## src/rtl/coherence_bus_arbiter_pkg.sv

```systemverilog
// Shared types and constants for the coherence bus front end.
// Id widths depend on the requester count, so the package provides a sizing helper.
package bus_pkg;

  typedef enum logic [1:0] {
    BUS_RD    = 2'd0,
    BUS_RDX   = 2'd1,
    BUS_EVICT = 2'd2,
    BUS_INV   = 2'd3
  } bus_req_t;

  typedef enum logic [1:0] {
    StIdle,
    StSnoop,
    StOwn
  } arb_state_t;

  localparam int unsigned SNOOP_TIMEOUT_DEFAULT = 64;

  // Width of cpuid_t: never below one bit so a single-CPU build still has an id.
  function automatic int unsigned id_width(input int unsigned cpus);
    return (cpus > 1) ? $clog2(cpus) : 1;
  endfunction

endpackage

```

## src/rtl/coherence_bus_arbiter_if.sv

```systemverilog
// Request, snoop and grant signals between the L1 requesters and the bus arbiter.
// The arbiter uses the slave modport; the requester side uses master.
interface coherence_bus_arbiter_if
  import bus_pkg::*;
#(
  parameter int unsigned CPUS = 2
) ();

  localparam int unsigned IdW = id_width(CPUS);

  logic [CPUS-1:0]       req;
  logic [CPUS-1:0][1:0]  req_type;
  logic [CPUS-1:0][31:0] req_addr;
  logic [CPUS-1:0]       ccsnoopdone;
  logic [CPUS-1:0]       ccsnoophit;
  logic                  txn_done;

  logic [CPUS-1:0]       grant;
  logic                  grant_valid;
  logic [IdW-1:0]        grant_id;
  logic [1:0]            grant_type;
  logic [31:0]           grant_addr;
  logic [CPUS-1:0]       snoop_req;
  logic [31:0]           ccsnoopaddr;
  logic                  snoop_valid;
  logic                  snoop_hit_any;
  logic [IdW-1:0]        snoop_hit_id;
  logic                  snoop_timeout;

  modport master (
    output req, req_type, req_addr, ccsnoopdone, ccsnoophit, txn_done,
    input  grant, grant_valid, grant_id, grant_type, grant_addr, snoop_req, ccsnoopaddr,
           snoop_valid, snoop_hit_any, snoop_hit_id, snoop_timeout
  );

  modport slave (
    input  req, req_type, req_addr, ccsnoopdone, ccsnoophit, txn_done,
    output grant, grant_valid, grant_id, grant_type, grant_addr, snoop_req, ccsnoopaddr,
           snoop_valid, snoop_hit_any, snoop_hit_id, snoop_timeout
  );

endinterface

```

## src/rtl/coherence_bus_arbiter_rr_arbiter.sv

```systemverilog
// Combinational rotating-priority picker: first set request at or after ptr, wrapping.
module rr_arbiter
  import bus_pkg::*;
#(
  parameter int unsigned CPUS = 2
) (
  input  logic [CPUS-1:0]              req,
  input  logic [id_width(CPUS)-1:0]    ptr,
  output logic [CPUS-1:0]              gnt,
  output logic [id_width(CPUS)-1:0]    gnt_id,
  output logic                         any
);

  localparam int unsigned IdW = id_width(CPUS);

  int unsigned    w_idx;
  logic [IdW-1:0] w_sel;

  always_comb begin
    gnt    = '0;
    gnt_id = '0;
    any    = 1'b0;
    w_idx  = 0;
    w_sel  = '0;
    for (int unsigned i = 0; i < CPUS; i++) begin
      w_idx = 32'(ptr) + i;
      if (w_idx >= CPUS) begin
        w_idx = w_idx - CPUS;
      end
      w_sel = IdW'(w_idx);
      if (!any && req[w_sel]) begin
        any        = 1'b1;
        gnt[w_sel] = 1'b1;
        gnt_id     = w_sel;
      end
    end
  end

endmodule

```

## src/rtl/coherence_bus_arbiter.sv

```systemverilog
// Coherence bus front end: round-robin grant, snoop broadcast and collection with a
// watchdog, then hold ownership until the transfer engine signals txn_done.
module coherence_bus_arbiter
  import bus_pkg::*;
#(
  parameter int unsigned CPUS          = 2,
  parameter int unsigned SNOOP_TIMEOUT = SNOOP_TIMEOUT_DEFAULT
) (
  input logic                    CLK,
  input logic                    nRST,
  coherence_bus_arbiter_if.slave bus
);

  localparam int unsigned IdW = id_width(CPUS);
  localparam int unsigned WdW = $clog2(SNOOP_TIMEOUT + 1);

  typedef logic [IdW-1:0] cpuid_t;

  arb_state_t      r_state, w_state_nxt;
  cpuid_t          r_prio_ptr, w_prio_ptr_nxt;
  logic [CPUS-1:0] r_grant, w_grant_nxt;
  logic            r_grant_valid, w_grant_valid_nxt;
  cpuid_t          r_grant_id, w_grant_id_nxt;
  bus_req_t        r_grant_type, w_grant_type_nxt;
  logic [31:0]     r_grant_addr, w_grant_addr_nxt;
  logic [CPUS-1:0] r_pending, w_pending_nxt;
  logic [CPUS-1:0] r_hit, w_hit_nxt;
  logic            r_hit_any;
  cpuid_t          r_hit_id, w_hit_id;
  logic            r_snoop_valid, w_snoop_valid_nxt;
  logic            r_snoop_timeout, w_snoop_timeout_nxt;
  logic [WdW-1:0]  r_wdog, w_wdog_nxt;

  logic [CPUS-1:0] w_arb_gnt;
  cpuid_t          w_arb_id;
  logic            w_arb_any;
  bus_req_t        w_arb_type;
  logic [CPUS-1:0] w_done_eff;
  logic [CPUS-1:0] w_remain;

  rr_arbiter #(
    .CPUS (CPUS)
  ) u_rr_arbiter (
    .req    (bus.req),
    .ptr    (r_prio_ptr),
    .gnt    (w_arb_gnt),
    .gnt_id (w_arb_id),
    .any    (w_arb_any)
  );

  assign w_arb_type = bus_req_t'(bus.req_type[w_arb_id]);
  // Only pending responders count; the owner is never pending, so its own replies drop out.
  assign w_done_eff = bus.ccsnoopdone & r_pending;
  assign w_remain   = r_pending & ~bus.ccsnoopdone;

  always_comb begin
    w_state_nxt         = r_state;
    w_prio_ptr_nxt      = r_prio_ptr;
    w_grant_nxt         = r_grant;
    w_grant_valid_nxt   = r_grant_valid;
    w_grant_id_nxt      = r_grant_id;
    w_grant_type_nxt    = r_grant_type;
    w_grant_addr_nxt    = r_grant_addr;
    w_pending_nxt       = r_pending;
    w_hit_nxt           = r_hit;
    w_snoop_valid_nxt   = 1'b0;
    w_snoop_timeout_nxt = 1'b0;
    w_wdog_nxt          = r_wdog;

    unique case (r_state)
      StIdle: begin
        if (w_arb_any) begin
          w_grant_nxt       = w_arb_gnt;
          w_grant_valid_nxt = 1'b1;
          w_grant_id_nxt    = w_arb_id;
          w_grant_type_nxt  = w_arb_type;
          w_grant_addr_nxt  = bus.req_addr[w_arb_id];
          w_prio_ptr_nxt    = (32'(w_arb_id) + 1 == CPUS) ? '0 : w_arb_id + 1'b1;
          w_hit_nxt         = '0;
          w_wdog_nxt        = '0;
          if ((CPUS > 1) && (w_arb_type != BUS_EVICT)) begin
            w_pending_nxt = ~w_arb_gnt;
            w_state_nxt   = StSnoop;
          end else begin
            w_state_nxt   = StOwn;
          end
        end
      end

      StSnoop: begin
        w_hit_nxt     = r_hit | (bus.ccsnoophit & w_done_eff);
        w_pending_nxt = w_remain;
        if (w_remain == '0) begin
          w_snoop_valid_nxt = 1'b1;
          w_state_nxt       = StOwn;
        end else if (r_wdog == WdW'(SNOOP_TIMEOUT - 1)) begin
          // Stragglers are resolved as misses: their hit bits were never latched.
          w_snoop_valid_nxt   = 1'b1;
          w_snoop_timeout_nxt = 1'b1;
          w_pending_nxt       = '0;
          w_state_nxt         = StOwn;
        end else begin
          w_wdog_nxt = r_wdog + 1'b1;
        end
      end

      StOwn: begin
        if (bus.txn_done) begin
          w_grant_nxt       = '0;
          w_grant_valid_nxt = 1'b0;
          w_grant_id_nxt    = '0;
          w_grant_type_nxt  = BUS_RD;
          w_grant_addr_nxt  = '0;
          w_hit_nxt         = '0;
          w_state_nxt       = StIdle;
        end
      end

      default: begin
        w_state_nxt = StIdle;
      end
    endcase
  end

  always_comb begin
    w_hit_id = '0;
    for (int i = CPUS - 1; i >= 0; i--) begin
      if (w_hit_nxt[i]) begin
        w_hit_id = cpuid_t'(i);
      end
    end
  end

  always_ff @(posedge CLK or negedge nRST) begin
    if (!nRST) begin
      r_state         <= StIdle;
      r_prio_ptr      <= '0;
      r_grant         <= '0;
      r_grant_valid   <= 1'b0;
      r_grant_id      <= '0;
      r_grant_type    <= BUS_RD;
      r_grant_addr    <= '0;
      r_pending       <= '0;
      r_hit           <= '0;
      r_hit_any       <= 1'b0;
      r_hit_id        <= '0;
      r_snoop_valid   <= 1'b0;
      r_snoop_timeout <= 1'b0;
      r_wdog          <= '0;
    end else begin
      r_state         <= w_state_nxt;
      r_prio_ptr      <= w_prio_ptr_nxt;
      r_grant         <= w_grant_nxt;
      r_grant_valid   <= w_grant_valid_nxt;
      r_grant_id      <= w_grant_id_nxt;
      r_grant_type    <= w_grant_type_nxt;
      r_grant_addr    <= w_grant_addr_nxt;
      r_pending       <= w_pending_nxt;
      r_hit           <= w_hit_nxt;
      r_hit_any       <= |w_hit_nxt;
      r_hit_id        <= w_hit_id;
      r_snoop_valid   <= w_snoop_valid_nxt;
      r_snoop_timeout <= w_snoop_timeout_nxt;
      r_wdog          <= w_wdog_nxt;
    end
  end

  assign bus.grant         = r_grant;
  assign bus.grant_valid   = r_grant_valid;
  assign bus.grant_id      = r_grant_id;
  assign bus.grant_type    = r_grant_type;
  assign bus.grant_addr    = r_grant_addr;
  assign bus.snoop_req     = r_pending;
  assign bus.ccsnoopaddr   = (r_state == StSnoop) ? r_grant_addr : '0;
  assign bus.snoop_valid   = r_snoop_valid;
  assign bus.snoop_hit_any = r_hit_any;
  assign bus.snoop_hit_id  = r_hit_id;
  assign bus.snoop_timeout = r_snoop_timeout;

endmodule

```

## src/flat_wrapper.sv

```systemverilog
// flat-port wrapper written by rule: the top's interface ports become plain ports
module coherence_bus_arbiter_flat import bus_pkg::*;
#(
  parameter int unsigned CPUS          = 2,
  parameter int unsigned SNOOP_TIMEOUT = SNOOP_TIMEOUT_DEFAULT
)
  (CLK, nRST, bus_req, bus_req_type, bus_req_addr, bus_ccsnoopdone, bus_ccsnoophit, bus_txn_done, bus_grant, bus_grant_valid, bus_grant_id, bus_grant_type, bus_grant_addr, bus_snoop_req, bus_ccsnoopaddr, bus_snoop_valid, bus_snoop_hit_any, bus_snoop_hit_id, bus_snoop_timeout);
  coherence_bus_arbiter_if #(.CPUS(CPUS)) bus_i ();
  input logic CLK;
  input logic nRST;
  input wire logic [$bits(bus_i.req)-1:0] bus_req;
  input wire logic [$bits(bus_i.req_type)-1:0] bus_req_type;
  input wire logic [$bits(bus_i.req_addr)-1:0] bus_req_addr;
  input wire logic [$bits(bus_i.ccsnoopdone)-1:0] bus_ccsnoopdone;
  input wire logic [$bits(bus_i.ccsnoophit)-1:0] bus_ccsnoophit;
  input wire logic [$bits(bus_i.txn_done)-1:0] bus_txn_done;
  output wire logic [$bits(bus_i.grant)-1:0] bus_grant;
  output wire logic [$bits(bus_i.grant_valid)-1:0] bus_grant_valid;
  output wire logic [$bits(bus_i.grant_id)-1:0] bus_grant_id;
  output wire logic [$bits(bus_i.grant_type)-1:0] bus_grant_type;
  output wire logic [$bits(bus_i.grant_addr)-1:0] bus_grant_addr;
  output wire logic [$bits(bus_i.snoop_req)-1:0] bus_snoop_req;
  output wire logic [$bits(bus_i.ccsnoopaddr)-1:0] bus_ccsnoopaddr;
  output wire logic [$bits(bus_i.snoop_valid)-1:0] bus_snoop_valid;
  output wire logic [$bits(bus_i.snoop_hit_any)-1:0] bus_snoop_hit_any;
  output wire logic [$bits(bus_i.snoop_hit_id)-1:0] bus_snoop_hit_id;
  output wire logic [$bits(bus_i.snoop_timeout)-1:0] bus_snoop_timeout;
  assign bus_i.req = bus_req;
  assign bus_i.req_type = bus_req_type;
  assign bus_i.req_addr = bus_req_addr;
  assign bus_i.ccsnoopdone = bus_ccsnoopdone;
  assign bus_i.ccsnoophit = bus_ccsnoophit;
  assign bus_i.txn_done = bus_txn_done;
  assign bus_grant = bus_i.grant;
  assign bus_grant_valid = bus_i.grant_valid;
  assign bus_grant_id = bus_i.grant_id;
  assign bus_grant_type = bus_i.grant_type;
  assign bus_grant_addr = bus_i.grant_addr;
  assign bus_snoop_req = bus_i.snoop_req;
  assign bus_ccsnoopaddr = bus_i.ccsnoopaddr;
  assign bus_snoop_valid = bus_i.snoop_valid;
  assign bus_snoop_hit_any = bus_i.snoop_hit_any;
  assign bus_snoop_hit_id = bus_i.snoop_hit_id;
  assign bus_snoop_timeout = bus_i.snoop_timeout;
  coherence_bus_arbiter #(.CPUS(CPUS), .SNOOP_TIMEOUT(SNOOP_TIMEOUT)) u_core (.CLK(CLK), .nRST(nRST), .bus(bus_i));
endmodule
```

## config.mk

```make
export PLATFORM = sky130hd
export DESIGN_NAME = coherence_bus_arbiter_flat
export DESIGN_NICKNAME = d
export VERILOG_FILES = /design/src/rtl/coherence_bus_arbiter_pkg.sv /design/src/rtl/coherence_bus_arbiter_if.sv /design/src/rtl/coherence_bus_arbiter_rr_arbiter.sv /design/src/rtl/coherence_bus_arbiter.sv /design/src/flat_wrapper.sv
export SDC_FILE = /design/constraint.sdc
export NUM_CORES = 1
export LEC_CHECK = 0
export CELL_PAD_IN_SITES_DETAIL_PLACEMENT = 0
export CELL_PAD_IN_SITES_GLOBAL_PLACEMENT = 1
export CORE_MARGIN = 2
export CORE_UTILIZATION = 31
export DETAILED_ROUTE_END_ITERATION = 7
export HOLD_SLACK_MARGIN = 0.06
export PLACE_DENSITY_LB_ADDON = 0.1
export SYNTH_ARGS = -nofsm -noshare
export SYNTH_HDL_FRONTEND = slang
export SYNTH_SLANG_ARGS = --single-unit
```

## constraint.sdc

```tcl
create_clock -name CLK -period 2.8 [get_ports CLK]
set_input_delay 0.56 -clock CLK [delete_from_list [all_inputs] [get_ports CLK]]
set_output_delay 0.56 -clock CLK [all_outputs]
set_load 0.005 [all_outputs]
```

==> impl_metrics.env <==
export IMPL_cts_max_level=2
export IMPL_core_um2=9150
export IMPL_die_w_um=101
export IMPL_die_h_um=101
export IMPL_grt_pass1_vias=2791
export IMPL_grt_max_degree=57
export IMPL_endpoint_kind="primary output"
export IMPL_fin_worst_hold_slack_ps=378
export IMPL_areaGrowthSynthToFinish_pct=60.1
export IMPL_pin_count=153
export IMPL_viasPerCell=4.90
export IMPL_slew_viol_final=0
export IMPL_synth_edff_count=0
export IMPL_ys_seq_elements=56
export IMPL_gp_congestion=0.784
export IMPL_cpMaxStageDelayCell="dfrtp_1"
export IMPL_p_leak_nw=2.02
export IMPL_syn_avg_cell_area_um2=9.77
export IMPL_status="complete, no violations"
export IMPL_antenna_found_initial=0
export IMPL_slew_headroom_pct=50.9
export IMPL_grt_overflow_total=0
export IMPL_syn_inst=297
export IMPL_final_nets=521
export IMPL_synth_flop_cell="dfrtp_1"
export IMPL_yosysWarnings=0
export IMPL_drc=0
export IMPL_ys_seq_area_share_pct=48.3
export IMPL_synth_common_cells="dfrtp_1 (56), nand2_1 (46), o21ai_1 (38)"
export IMPL_vias=2719
export IMPL_drtIter0Drc=72
export IMPL_synth_area_um2=2900
export IMPL_drv_cap=0
export IMPL_die_area_um2=10100
export IMPL_synth_nets=375
export IMPL_met3_usage_pct=5.41
export IMPL_n_antenna_cell=0
export IMPL_synth_top_cell_area_share_pct=48.3
export IMPL_yosys_top_cells_area="dfrtp_1 (48%), mux2i_1 (13%), and2_1 (7.1%)"
export IMPL_hold_viol_final=0
export IMPL_power_mw=3.86
export IMPL_antenna_left=0
export IMPL_worstSkewPairLatency_ps=310
export IMPL_finalCriticalPeriod_ps=2650
export IMPL_finClkSkew_ps=10.7
export IMPL_setup_viol=0
export IMPL_p_per_area_nw_per_um2=831
export IMPL_cts_sinks=56
export IMPL_async_flop_share_pct=100
export IMPL_portBuffers=152
export IMPL_grt_usage_pct=18.2
export IMPL_numCtsBuffers=5
export IMPL_layoutNonFillerInstCount=555
export IMPL_grt_first_pass_wirelength_um=14300
export IMPL_critPathTopFamily="simple AND/OR/NAND/NOR gates"
export IMPL_placed_cells=546
export IMPL_crit_type="reg2out"
export IMPL_crit_path_start_kind="flop"
export IMPL_max_stage_delay_ps=570
export IMPL_yosysTopAreaCell="dfrtp_1"
export IMPL_grt_busiest_layer="met2"
export IMPL_drtPass1Iterations=6
export IMPL_drive_above_1_share_pct=4.28
export IMPL_crit_chain="nor2b_4 -> and2_1 -> clkdlybuf4s50_1"
export IMPL_synth_most_common_cell="dfrtp_1"
export IMPL_clkTransAtPathRegs_ps=100
export IMPL_drt_wl_total_um=8900
export IMPL_rsz0062_at_grt="false"
export IMPL_peakVddDrop_mv=0.372
export IMPL_met2_usage_pct=30.6
export IMPL_start_util_pct=31.7
export IMPL_tightestPinTransition_ps=737
export IMPL_crit_arrival_ps=2090
export IMPL_grtUsageMet1_pct=22.9
export IMPL_rows=35
export IMPL_setup_tns_ps=0
export IMPL_path_buf_inv=1
export IMPL_fin_crit_sh_pct=94.8
export IMPL_clockBufferDepth=2
export IMPL_cts_tree="done"
export IMPL_holdCritPathClass="in2async"
export IMPL_ff2ff_setup_slack_ps=680
export IMPL_wl_per_cell_um=16.0
export IMPL_ys_types=44
export IMPL_final_core_util_pct=50.7
export IMPL_post_dp_hpwl_um=6340
export IMPL_fmax_mhz=377
export IMPL_required_ps=2240
export IMPL_cts_root_buf="clkbuf_8"
export IMPL_critPathMaxFanout=16
==> state kept, by name, summed over array words and instances (netlist names), 2 cells and up <==
signal and flops:
u_core.r_wdog 7, u_core.bus.grant_type 2, u_core.bus.grant 2, u_core.r_hit 2, u_core.bus.snoop_req 2, u_core.r_state 2, u_core.bus.grant_addr 32
==> metal layers <==
layer | part of all wire [%] | vias to the layer above
met1 | 42 | 1306
met4 | 1.9 | 0
li1 | - | 1310
met2 | 50 | 88
met5 | 0 | -
met3 | 6.5 | 15
==> cell families after synthesis <==
kind of cell             count (synthesis)  synth area share, %
multiplexers                            37                 12.8
adder cells (fa/ha/maj)                  1                0.431
flip-flops                              56                 48.3
AO/OA/AOI/OAI                           65                 13.7
buffers and inverters                   27                 4.62
AND/OR/NAND/NOR                        111                 20.2
==> worst paths after layout <==
path / start / endpoint / depth (start not counted)
max: u_core.r_state[0] / bus_ccsnoopaddr[10] / 3
min: nRST / u_core.bus.grant_addr[23] / 2
max reg2reg: u_core.r_state[0] / u_core.r_wdog[5] / 5
min reg2reg: u_core.bus.grant_type[1] / u_core.bus.grant_type[1] / 2
max in group asynchronous: nRST / u_core.bus.grant_addr[3] / 2
min in group CLK: u_core.bus.grant_type[1] / u_core.bus.grant_type[1] / 2
==> per-stage QoR <==
step           area (um2)  setup WS, ps
2_1_floorplan        2900          1170
3_3_place_gp         4520           390
3_5_place_dp         4520           332
4_1_cts              4640           127
5_1_grt              4640          25.1
6_report             4640           146
==> final cells by class <==
class | instances | area, um2
fill | 852 | 4510
timing repair buffer | 158 | 1590
sequential | 56 | 1400
multi-input combinational | 215 | 1380
tap | 111 | 139
clock buffer | 6 | 72.6
clock inverter | 2 | 35.0
inverter | 7 | 26.3
==> placed cells by master, fill, tap and decap left out, types with 2 or more instances in the layout <==
cell / Yosys / final
a21oi_1: 6 / 6
o21ai_1: 38 / 38
and2b_1: 2 / 2
nand3_1: 3 / 3
a31oi_1: 2 / 2
o211ai_1: 2 / 2
nor3_1: 3 / 3
clkdlybuf4s50_1: 0 / 151
nor2b_4: 1 / 2
o32ai_1: 2 / 2
mux2i_1: 37 / 37
nand2b_1: 5 / 5
o21ai_0: 2 / 2
or3_1: 2 / 2
buf_12: 0 / 2
dfrtp_1: 56 / 56
clkbuf_8: 0 / 5
buf_4: 1 / 4
nand2_1: 46 / 45
nor2_1: 6 / 6
inv_1: 7 / 7
o221ai_1: 2 / 2
and2_1: 33 / 33
or4_1: 2 / 2
==> where the power goes <==
group          switching (mW)  internal [mW]
logic                   0.836           1.11
clock network           0.261          0.266
registers               0.271           1.11
==> timing repair <==
item                                    4_1_cts  5_1_grt
hold buffers                                  0        0
gates resized for setup                       1        0
buffers inserted                              0        0
endpoints found under the setup margin       20        0
Power figures use the tool's default switching activity.
